### src/rtl/uart_seq_pkg.sv
// Shared types and helpers for the UART <-> AND_com frame sequencer.
// UART_SEQ_CHECKSUM_EN adds the CHK state (XOR checksum byte after the operand).
package uart_seq_pkg;

   typedef enum logic [2:0] {
      S_IDLE,
      S_RECV,
`ifdef UART_SEQ_CHECKSUM_EN
      S_CHK,
`endif
      S_RUN,
      S_WAIT,
      S_TXLD,
      S_TXWT
   } state_t;

   localparam logic [7:0] ERR_BYTE = 8'hEE;

   function automatic int nbytes(input int w);
      return (w + 7) / 8;
   endfunction

   function automatic int clog2(input int v);
      int r;
      r = 0;
      for (int i = 0; i < 31; i++)
         if ((1 << i) < v) r = i + 1;
      return r;
   endfunction

endpackage

### src/rtl/uart_and_sequencer_if.sv
// Handshake bundle between the sequencer, the UART pair and AND_com.
// master = sequencer side, slave = UART/AND_com side.
interface uart_and_sequencer_if #(
   parameter int M = 8,
   parameter int R = 8
);
   logic         rx_done;
   logic [7:0]   rx_data;
   logic         rx_en;
   logic [7:0]   tx_data;
   logic         tx_en;
   logic         tx_done;
   logic         and_enable;
   logic         and_done;
   logic [R-1:0] result;
   logic [M-1:0] operand;
   logic         busy;
   logic         err;

   modport master (
      input  rx_done, rx_data, tx_done, and_done, result,
      output rx_en, tx_data, tx_en, and_enable, operand, busy, err
   );

   modport slave (
      output rx_done, rx_data, tx_done, and_done, result,
      input  rx_en, tx_data, tx_en, and_enable, operand, busy, err
   );
endinterface

### src/rtl/uart_and_sequencer_timeout.sv
// Idle-cycle counter with terminal count; cleared whenever clr or !en.
// Holds at the terminal value until the sequencer leaves the timed state.
module seq_timeout
   import uart_seq_pkg::*;
#(
   parameter int LIMIT = 40000
) (
   input  logic clk,
   input  logic Rst_n,
   input  logic clr,
   input  logic en,
   output logic tc
);
   localparam int W = (clog2(LIMIT) < 1) ? 1 : clog2(LIMIT);
   localparam logic [W-1:0] LAST = W'(LIMIT - 1);

   logic [W-1:0] cnt;

   assign tc = en && (cnt == LAST);

   always_ff @(posedge clk or negedge Rst_n) begin
      if (!Rst_n)
         cnt <= '0;
      else if (clr || !en)
         cnt <= '0;
      else if (!tc)
         cnt <= cnt + W'(1);
   end
endmodule

### src/rtl/uart_and_sequencer.sv
// Frame sequencer: RX operand bytes -> AND_com -> TX result bytes, with timeout.
// Define UART_SEQ_CHECKSUM_EN to require an XOR checksum byte after the operand.
module uart_and_sequencer
   import uart_seq_pkg::*;
#(
   parameter int M           = 8,
   parameter int R           = 8,
   parameter int TIMEOUT_CYC = 40000
) (
   input logic                 clk,
   input logic                 Rst_n,
   uart_and_sequencer_if.master bus
);
   localparam int NRX = nbytes(M);
   localparam int NTX = nbytes(R);
   localparam int BW  = clog2(NRX + 1);
   localparam int TW  = clog2(NTX + 1);

   state_t             state;
   logic [8*NRX-1:0]   op_q;
   logic [8*NTX-1:0]   tx_sr;
   logic [BW-1:0]      byte_cnt;
   logic [TW-1:0]      tx_rem;
   logic               tmo_en;
   logic               tmo_clr;
   logic               tmo_tc;

   assign bus.operand = op_q[M-1:0];

`ifdef UART_SEQ_CHECKSUM_EN
   logic [7:0] csum;
   always_comb begin
      csum = '0;
      for (int i = 0; i < NRX; i++)
         csum ^= op_q[8*i +: 8];
   end
   assign tmo_en = (state == S_RECV) || (state == S_CHK) || (state == S_WAIT);
`else
   assign tmo_en = (state == S_RECV) || (state == S_WAIT);
`endif

   // rx_done is meaningless in WAIT_AND, so it must not restart that timer
   assign tmo_clr = bus.rx_done && (state != S_WAIT);

   seq_timeout #(.LIMIT(TIMEOUT_CYC)) u_tmo (
      .clk   (clk),
      .Rst_n (Rst_n),
      .clr   (tmo_clr),
      .en    (tmo_en),
      .tc    (tmo_tc)
   );

   always_ff @(posedge clk or negedge Rst_n) begin
      if (!Rst_n) begin
         state          <= S_IDLE;
         op_q           <= '0;
         tx_sr          <= '0;
         byte_cnt       <= '0;
         tx_rem         <= '0;
         bus.rx_en      <= 1'b0;
         bus.tx_data    <= '0;
         bus.tx_en      <= 1'b0;
         bus.and_enable <= 1'b0;
         bus.busy       <= 1'b0;
         bus.err        <= 1'b0;
      end else begin
         bus.tx_en <= 1'b0;
         unique case (state)
            S_IDLE: begin
               bus.rx_en <= 1'b1;
               if (bus.rx_done) begin
                  op_q[7:0] <= bus.rx_data;
                  bus.err   <= 1'b0;
                  bus.busy  <= 1'b1;
                  byte_cnt  <= BW'(1);
                  if (NRX == 1) begin
`ifdef UART_SEQ_CHECKSUM_EN
                     state <= S_CHK;
`else
                     state     <= S_RUN;
                     bus.rx_en <= 1'b0;
`endif
                  end else begin
                     state <= S_RECV;
                  end
               end
            end
            S_RECV: begin
               if (bus.rx_done) begin
                  op_q[8*byte_cnt +: 8] <= bus.rx_data;
                  byte_cnt <= byte_cnt + BW'(1);
                  if (byte_cnt == BW'(NRX - 1)) begin
`ifdef UART_SEQ_CHECKSUM_EN
                     state <= S_CHK;
`else
                     state     <= S_RUN;
                     bus.rx_en <= 1'b0;
`endif
                  end
               end else if (tmo_tc) begin
                  bus.err  <= 1'b1;
                  bus.busy <= 1'b0;
                  state    <= S_IDLE;
               end
            end
`ifdef UART_SEQ_CHECKSUM_EN
            S_CHK: begin
               if (bus.rx_done) begin
                  bus.rx_en <= 1'b0;
                  if (bus.rx_data == csum) begin
                     state <= S_RUN;
                  end else begin
                     bus.err <= 1'b1;
                     tx_sr   <= (8*NTX)'(ERR_BYTE);
                     tx_rem  <= TW'(1);
                     state   <= S_TXLD;
                  end
               end else if (tmo_tc) begin
                  bus.err  <= 1'b1;
                  bus.busy <= 1'b0;
                  state    <= S_IDLE;
               end
            end
`endif
            S_RUN: begin
               bus.and_enable <= 1'b1;
               state          <= S_WAIT;
            end
            S_WAIT: begin
               if (bus.and_done) begin
                  tx_sr          <= (8*NTX)'(bus.result);
                  tx_rem         <= TW'(NTX);
                  bus.and_enable <= 1'b0;
                  state          <= S_TXLD;
               end else if (tmo_tc) begin
                  bus.and_enable <= 1'b0;
                  bus.err        <= 1'b1;
                  bus.busy       <= 1'b0;
                  bus.rx_en      <= 1'b1;
                  state          <= S_IDLE;
               end
            end
            S_TXLD: begin
               bus.tx_data <= tx_sr[7:0];
               tx_sr       <= tx_sr >> 8;
               bus.tx_en   <= 1'b1;
               tx_rem      <= tx_rem - TW'(1);
               state       <= S_TXWT;
            end
            S_TXWT: begin
               if (bus.tx_done) begin
                  if (tx_rem == '0) begin
                     bus.busy  <= 1'b0;
                     bus.rx_en <= 1'b1;
                     state     <= S_IDLE;
                  end else begin
                     state <= S_TXLD;
                  end
               end
            end
            default: state <= S_IDLE;
         endcase
      end
   end
endmodule

### src/flat_wrapper.sv
// flat-port wrapper written by rule: the top's interface ports become plain ports
module uart_and_sequencer_flat import uart_seq_pkg::*;
#(
   parameter int M           = 8,
   parameter int R           = 8,
   parameter int TIMEOUT_CYC = 40000
)
  (clk, Rst_n, bus_rx_done, bus_rx_data, bus_tx_done, bus_and_done, bus_result, bus_rx_en, bus_tx_data, bus_tx_en, bus_and_enable, bus_operand, bus_busy, bus_err);
  uart_and_sequencer_if #(.M(M), .R(R)) bus_i ();
  input logic clk;
  input logic Rst_n;
  input wire logic [$bits(bus_i.rx_done)-1:0] bus_rx_done;
  input wire logic [$bits(bus_i.rx_data)-1:0] bus_rx_data;
  input wire logic [$bits(bus_i.tx_done)-1:0] bus_tx_done;
  input wire logic [$bits(bus_i.and_done)-1:0] bus_and_done;
  input wire logic [$bits(bus_i.result)-1:0] bus_result;
  output wire logic [$bits(bus_i.rx_en)-1:0] bus_rx_en;
  output wire logic [$bits(bus_i.tx_data)-1:0] bus_tx_data;
  output wire logic [$bits(bus_i.tx_en)-1:0] bus_tx_en;
  output wire logic [$bits(bus_i.and_enable)-1:0] bus_and_enable;
  output wire logic [$bits(bus_i.operand)-1:0] bus_operand;
  output wire logic [$bits(bus_i.busy)-1:0] bus_busy;
  output wire logic [$bits(bus_i.err)-1:0] bus_err;
  assign bus_i.rx_done = bus_rx_done;
  assign bus_i.rx_data = bus_rx_data;
  assign bus_i.tx_done = bus_tx_done;
  assign bus_i.and_done = bus_and_done;
  assign bus_i.result = bus_result;
  assign bus_rx_en = bus_i.rx_en;
  assign bus_tx_data = bus_i.tx_data;
  assign bus_tx_en = bus_i.tx_en;
  assign bus_and_enable = bus_i.and_enable;
  assign bus_operand = bus_i.operand;
  assign bus_busy = bus_i.busy;
  assign bus_err = bus_i.err;
  uart_and_sequencer #(.M(M), .R(R), .TIMEOUT_CYC(TIMEOUT_CYC)) u_core (.clk(clk), .Rst_n(Rst_n), .bus(bus_i));
endmodule
### config.mk
export PLATFORM = sky130hd
export DESIGN_NAME = uart_and_sequencer_flat
export DESIGN_NICKNAME = d
export VERILOG_FILES = /design/src/rtl/uart_seq_pkg.sv /design/src/rtl/uart_and_sequencer_if.sv /design/src/rtl/uart_and_sequencer_timeout.sv /design/src/rtl/uart_and_sequencer.sv /design/src/flat_wrapper.sv
export SDC_FILE = /design/constraint.sdc
export NUM_CORES = 1
export LEC_CHECK = 0
export CAP_MARGIN = 20
export CORE_MARGIN = 2
export CORE_UTILIZATION = 24
export DETAILED_ROUTE_END_ITERATION = 12
export PLACE_DENSITY = 0.42
export SLEW_MARGIN = 20
export SYNTH_ARGS = -nofsm -noshare
export SYNTH_HDL_FRONTEND = slang
export SYNTH_HIERARCHICAL = 1
export SYNTH_SLANG_ARGS = --single-unit
### constraint.sdc
create_clock -name clk -period 2.37 [get_ports clk]
set_input_delay 0.474 -clock clk [delete_from_list [all_inputs] [get_ports clk]]
set_output_delay 0.474 -clock clk [all_outputs]
set_load 0.02 [all_outputs]
* Yosys cells after proc, flatten, opt, wreduce, memory -nomap -nowiden *
Index checks and enable logic that the tools add are counted.

operators by class
  mux-type cells = 44
  reductions and logical operators = 18
  eq/ne operators = 19
  shifts and indexed selects = 2
  add/subtract/negate cells = 4

operators with widths
  operator                                                                 number
  4-bit negation with 34-bit output                                        1
  8-bit by 34-bit variable shift with 8-bit output (first input constant)  1
  8-bit by 34-bit variable part select with 8-bit output                   1
  16-bit two-way mux                                                       2
  8-bit case mux with 2 select lines                                       2
  8-bit two-way mux                                                        3
  1-bit two-way mux                                                        22
  3-bit two-way mux                                                        7
  2-bit != test (second input constant)                                    9
  3-bit case mux with 6 select lines                                       1
  16-bit by 1-bit adder with 16-bit output (second input constant)         1
  16-bit equality test (second input constant)                             1
  8-bit bitwise mux                                                        1
  1-bit case mux with 4 select lines                                       2
  7-bit AND reduction                                                      1
  3-bit by 2-bit equality test with 1-bit output (second input constant)   2
  3-bit equality test (second input constant)                              2
  3-bit by 2-bit != test with 1-bit output (second input constant)         2
  1-bit case mux with 2 select lines                                       3
  3-bit AND reduction                                                      2
  6-bit AND reduction                                                      1
  2-bit nonzero test                                                       3
  2-bit AND reduction                                                      2
  4-bit AND reduction                                                      1
  other kinds (12)                                                         14

storage, ports and cells
  logic and storage cells = 99
  bits of input ports = 21
  register bits = 50

* Logic depth before layout (Yosys ltp) *
  depth in word-level cells = 6
  depth in mapped cells = 9
  gate-level depth less buffers = 8

* Hierarchy *
Netlist, hierarchy kept.

by module, submodules not included
  module              area each (um^2)  instances  sequential area each (um^2)  cells an instance
  uart_and_sequencer  1500.2            1          850.8                        145
  seq_timeout         889.6             1          400.4                        98

* Least setup slack after synthesis *
Ideal clock, no wire load.

  path kind = register to register
  start = register u_core.state[2]
  end = register u_core.state[0]
  setup time = 127 ps
  required time = 2243 ps
  setup slack = -24 ps
  stages on the path, launching flop included = 10
  buffers on the path = 1
  clock period less this slack = 2394 ps
  arrival time = 2267 ps
  cells stage by stage = dfrtp_1 buf_6 nor2b_1 nand2_1 or4_1 nor4_1 o21ai_0 nand2_1 o41a_1 o22ai_1

on the way
  word-level cells in the longest chain between the ends = 6

ends and longest elaborated chain
  element                                                                                                           RTL line                          text
  from (decl)                                                                                                       uart_and_sequencer.sv:19          state_t state;
  from (signal assigned)                                                                                            uart_and_sequencer.sv:55          state <= S_IDLE;
  from (signal assigned)                                                                                            uart_and_sequencer.sv:80          state <= S_RUN;
  from (signal assigned)                                                                                            uart_and_sequencer.sv:84          state <= S_RECV;
  3-bit by 1-bit equality test with 1-bit output or 3-bit by 2-bit equality test with 1-bit output (tied branches)  uart_and_sequencer.sv:39          assign tmo_en = (state == S_RECV) || (state == S_WAIT);
  1-bit logical OR *                                                                                                uart_and_sequencer.sv:39
  net u_core.tmo_en                                                                                                 uart_and_sequencer.sv:24          logic tmo_en;
  1-bit logical AND *                                                                                               uart_and_sequencer_timeout.sv:19  assign tc = en && (cnt == LAST);
  net u_core.tmo_tc                                                                                                 uart_and_sequencer.sv:26          logic tmo_tc;
  3-bit two-way mux *                                                                                               n/a
  3-bit two-way mux (on tied branches)                                                                              n/a
  3-bit case mux with 6 select lines *                                                                              uart_and_sequencer.sv:68          unique case (state)

Mark *: on every way through the listed nets, which the timed path passes. The rest lies on a longest branch.
A chain may end at the register's enable or synchronous reset.

* Worst setup path after layout *
Ends and elaborated chain as after synthesis.

==> flow_metrics.py <==
metrics = {
    "outcome": {
        "run_status": "complete, no violations",
    },
    "critical_path": {
        "slowest_delay_ns": 0.48,
        "crit_path_max_fanout": 6,
        "worstRegToRegCells": 9,
        "path_cells": "nor2b_1, nand2_1, or4_1, nor4_2, buf_4, o21ai_0, nand2_1, o41a_1, o22ai_1",
        "r2r_start": "u_core/state[2]",
        "cp_common_cell": "nand2_1",
        "critical_path_class": "reg -> reg",
        "reg2reg_to": "u_core/state[0]",
        "critPathSlowestCell": "or4_1",
        "critical_path.startpoint": "u_core/state[2]",
        "critPathBufInv": 1,
        "cp-end-kind": "flip-flop",
        "cpLargestDelayFamily": "simple AND/OR/NAND/NOR gates",
        "worstPathArrival_ns": 2.20,
        "start_kind": "flip-flop",
        "cp.required_ns": 2.52,
        "rrSetupSlack_ns": 0.32,
    },
    "routing": {
        "num_vias": 1832,
        "drt_iter0_markers": 44,
        "dr.pass1.iters": 4,
        "wire_per_inst_um": 12.8,
        "viasPerCell": 4.31,
        "wl_um": 5430,
        "drc_errors": 0,
        "ant_nets": 0,
    },
    "layout": {
        "multi_input_area_um2": 1040,
        "fin_nets": 313,
        "fin_area_um2": 3090,
        "diodes": 0,
        "fillers": 1055,
        "fin_util_pct": 31.8,
        "syn_to_final_growth_pct": 29.4,
        "drive_above_1_share_pct": 12.7,
        "ff_latch_area_um2": 1250,
    },
    "cts": {
        "cts_tree": "done",
        "htreeDepth": 2,
        "cts.sinks": 50,
        "root_buffer": "clkbuf_8",
        "cts-resized-gates": 0,
        "cts.path.max_buffers": 2,
        "post-cts-setup-buffers": 0,
        "insertion_delay_ns": 0.30,
        "numCtsBuffers": 5,
        "cts.reportedPaths.clkPinSlew_ns": 0.09,
        "ctsHoldBuffers": 0,
    },
    "timing": {
        "fin_crit_ns": 2.05,
        "tns_ns": 0,
        "clock_skew_ns": 0.00980,
        "worstMarginPinSlew_ns": 0.552,
        "hold_viol_final": 0,
        "worst_slack_ns": 0.321,
        "finalSetupViolations": 0,
        "period_share_pct": 86.4,
        "slew_headroom_pct": 63.2,
        "maxSlewViolCount": 0,
        "max_freq_mhz": 488,
        "whs_ns": 0.148,
        "rsz0062_at_grt": "no",
    },
    "placement": {
        "pre_cts_slack_ns": 0.333,
        "place_area_um2": 2990,
        "port_buffers": 41,
        "gp_congestion": 0.737,
        "post-dp-hpwl_um": 3790,
    },
    "yosys": {
        "synth.most_common_cell": "nand2_1",
        "postSynthCellCount": 243,
        "synth_xor_area_share_pct": 3.30,
        "synth_top_area_share_pct": 52.4,
        "synth_edf_count": 0,
        "syn_area_per_cell_um2": 9.83,
        "synth_common_cells": "nand2_1 (52), dfrtp_1 (50), nand3_1 (16), nor2_1 (16)",
        "synth_fa_ha_area_share_pct": 0.995,
        "synth_compound_area_share_pct": 7.38,
        "synth_top_flop_cell": "dfrtp_1",
        "netlist_top_cells_area": "dfrtp_1 (52%), nand2_1 (8.2%), mux2_2 (3.8%)",
        "synth_top_family_by_area": "simple AND/OR/NAND/NOR gates",
        "ys_async_sr_fraction_pct": 100,
        "yosys_register_bits": 50,
        "synth_area_leader_cell": "dfrtp_1",
        "synth_area_um2": 2390,
        "muxShareOfSynthArea_pct": 4.19,
        "synth_warnings": 6,
        "synth_nets": 265,
        "ys_types": 50,
        "ys_seq_area_share_pct": 52.4,
        "synthSimpleGateAreaFrac_pct": 27.5,
    },
    "global_route": {
        "grt_pass1_vias": 1900,
        "grt_first_pass_wirelength_um": 9540,
        "grtUsageTotal_pct": 10.9,
        "antenna_found_initial": 0,
        "grt_max_degree": 30,
        "grt_overflow": 0,
    },
    "die": {
        "die_w_um": 104,
        "die_h_um": 104,
        "ioPinCount": 42,
        "start_util_pct": 24.6,
        "dieArea_um2": 10800,
        "fp-row-count": 36,
        "core_area_um2": 9730,
    },
    "power_and_ir_drop": {
        "power.leakage_nw": 1.27,
        "peakVddDrop_mv": 0.383,
        "powerDensity_nw_per_um2": 1050,
    },
    "hold_path": {
        "holdCritPathClass": "in -> async",
    },
    "job": {
        "cap_violations": 0,
    },
}
==> state kept, by name, indices dropped and copies added, names as in the netlist, 3 cells and up <==
signal              count
u_core/bus.operand      8
u_core/bus.tx_data      8
u_core/state            3
u_core/tx_sr            8
u_core/u_tmo/cnt       16
==> worst max-delay path by stage <==
| stage | to | slack, ns | cells after the start |
|---|---|---|---|
| after floorplan | u_core/state[0] | 0.13 | 9 |
| after global placement | u_core/state[0] | 0.36 | 9 |
| after detailed placement | u_core/state[0] | 0.33 | 9 |
| after CTS | u_core/state[0] | 0.29 | 9 |
| after global routing | u_core/state[0] | 0.10 | 9 |
| final | u_core/state[0] | 0.32 | 9 |
==> area by class of cell <==
type | instances | area share [%]
Inverter | 8 | 1.05
Timing Repair Buffer | 51 | 15.9
Tap cell | 133 | 5.38
Clock buffer | 7 | 2.47
Clock inverter | 1 | 0.971
Sequential cell | 50 | 40.5
Multi-Input combinational cell | 175 | 33.7
==> logic make-up after synthesis <==
kind of cell	Yosys count
adders and majority gates	2
xor gates and xnor gates	9
and+or+nand+nor	128
DFF	50
muxes	9
AOI/OAI and AO/OA	27
buffers and inverters	18
==> routing by layer <==
layer	GRT usage (%)	vias to the layer above	routed length, um
met1	15.3	859	2830
met4	3.19	0	58
met2	16.4	37	2300
li1	-	932	-
met5	0	-	0
met3	2.89	4	240
==> worst reg2reg max path: stages, from the launching register on <==
cell and delay [ns]:
dfrtp_1 0.39, nor2b_1 0.15, nand2_1 0.06, or4_1 0.48, nor4_2 0.26, buf_4 0.18
o21ai_0 0.08, nand2_1 0.09, o41a_1 0.14, o22ai_1 0.08
==> cell usage in the layout (no fill, tap or decap), drive strengths merged, types with 2 or more instances in the layout <==
master / n
nand2: 52
dfrtp: 50
clkdlybuf4s50: 40
nor2: 17
nand3: 17
buf: 11
a21oi: 9
mux2: 8
xnor2: 8
inv: 8
nand2b: 7
clkbuf: 7
o21ai: 7
nor3: 6
nor4: 6
or4: 4
nand4: 4
or3: 4
nor2b: 3
and3: 2
o211ai: 2
or2: 2
==> stage by stage <==
stage / total power (W) / instances
after floorplan: 0.00214 / 243
after global placement: 0.00269 / 417
after detailed placement: 0.00269 / 417
after CTS: 0.00332 / 425
after global routing: 0.00350 / 425
final: 0.00325 / 425
==> where the power goes <==
group	switching [W]	internal [W]	leakage [nW]	total, W
clock	0.000281	0.000316	0.0524	0.000597
combinational	0.000696	0.000653	0.569	0.00135
sequential	0.000186	0.00112	0.647	0.00131
(Power assumes the default switching activity.)
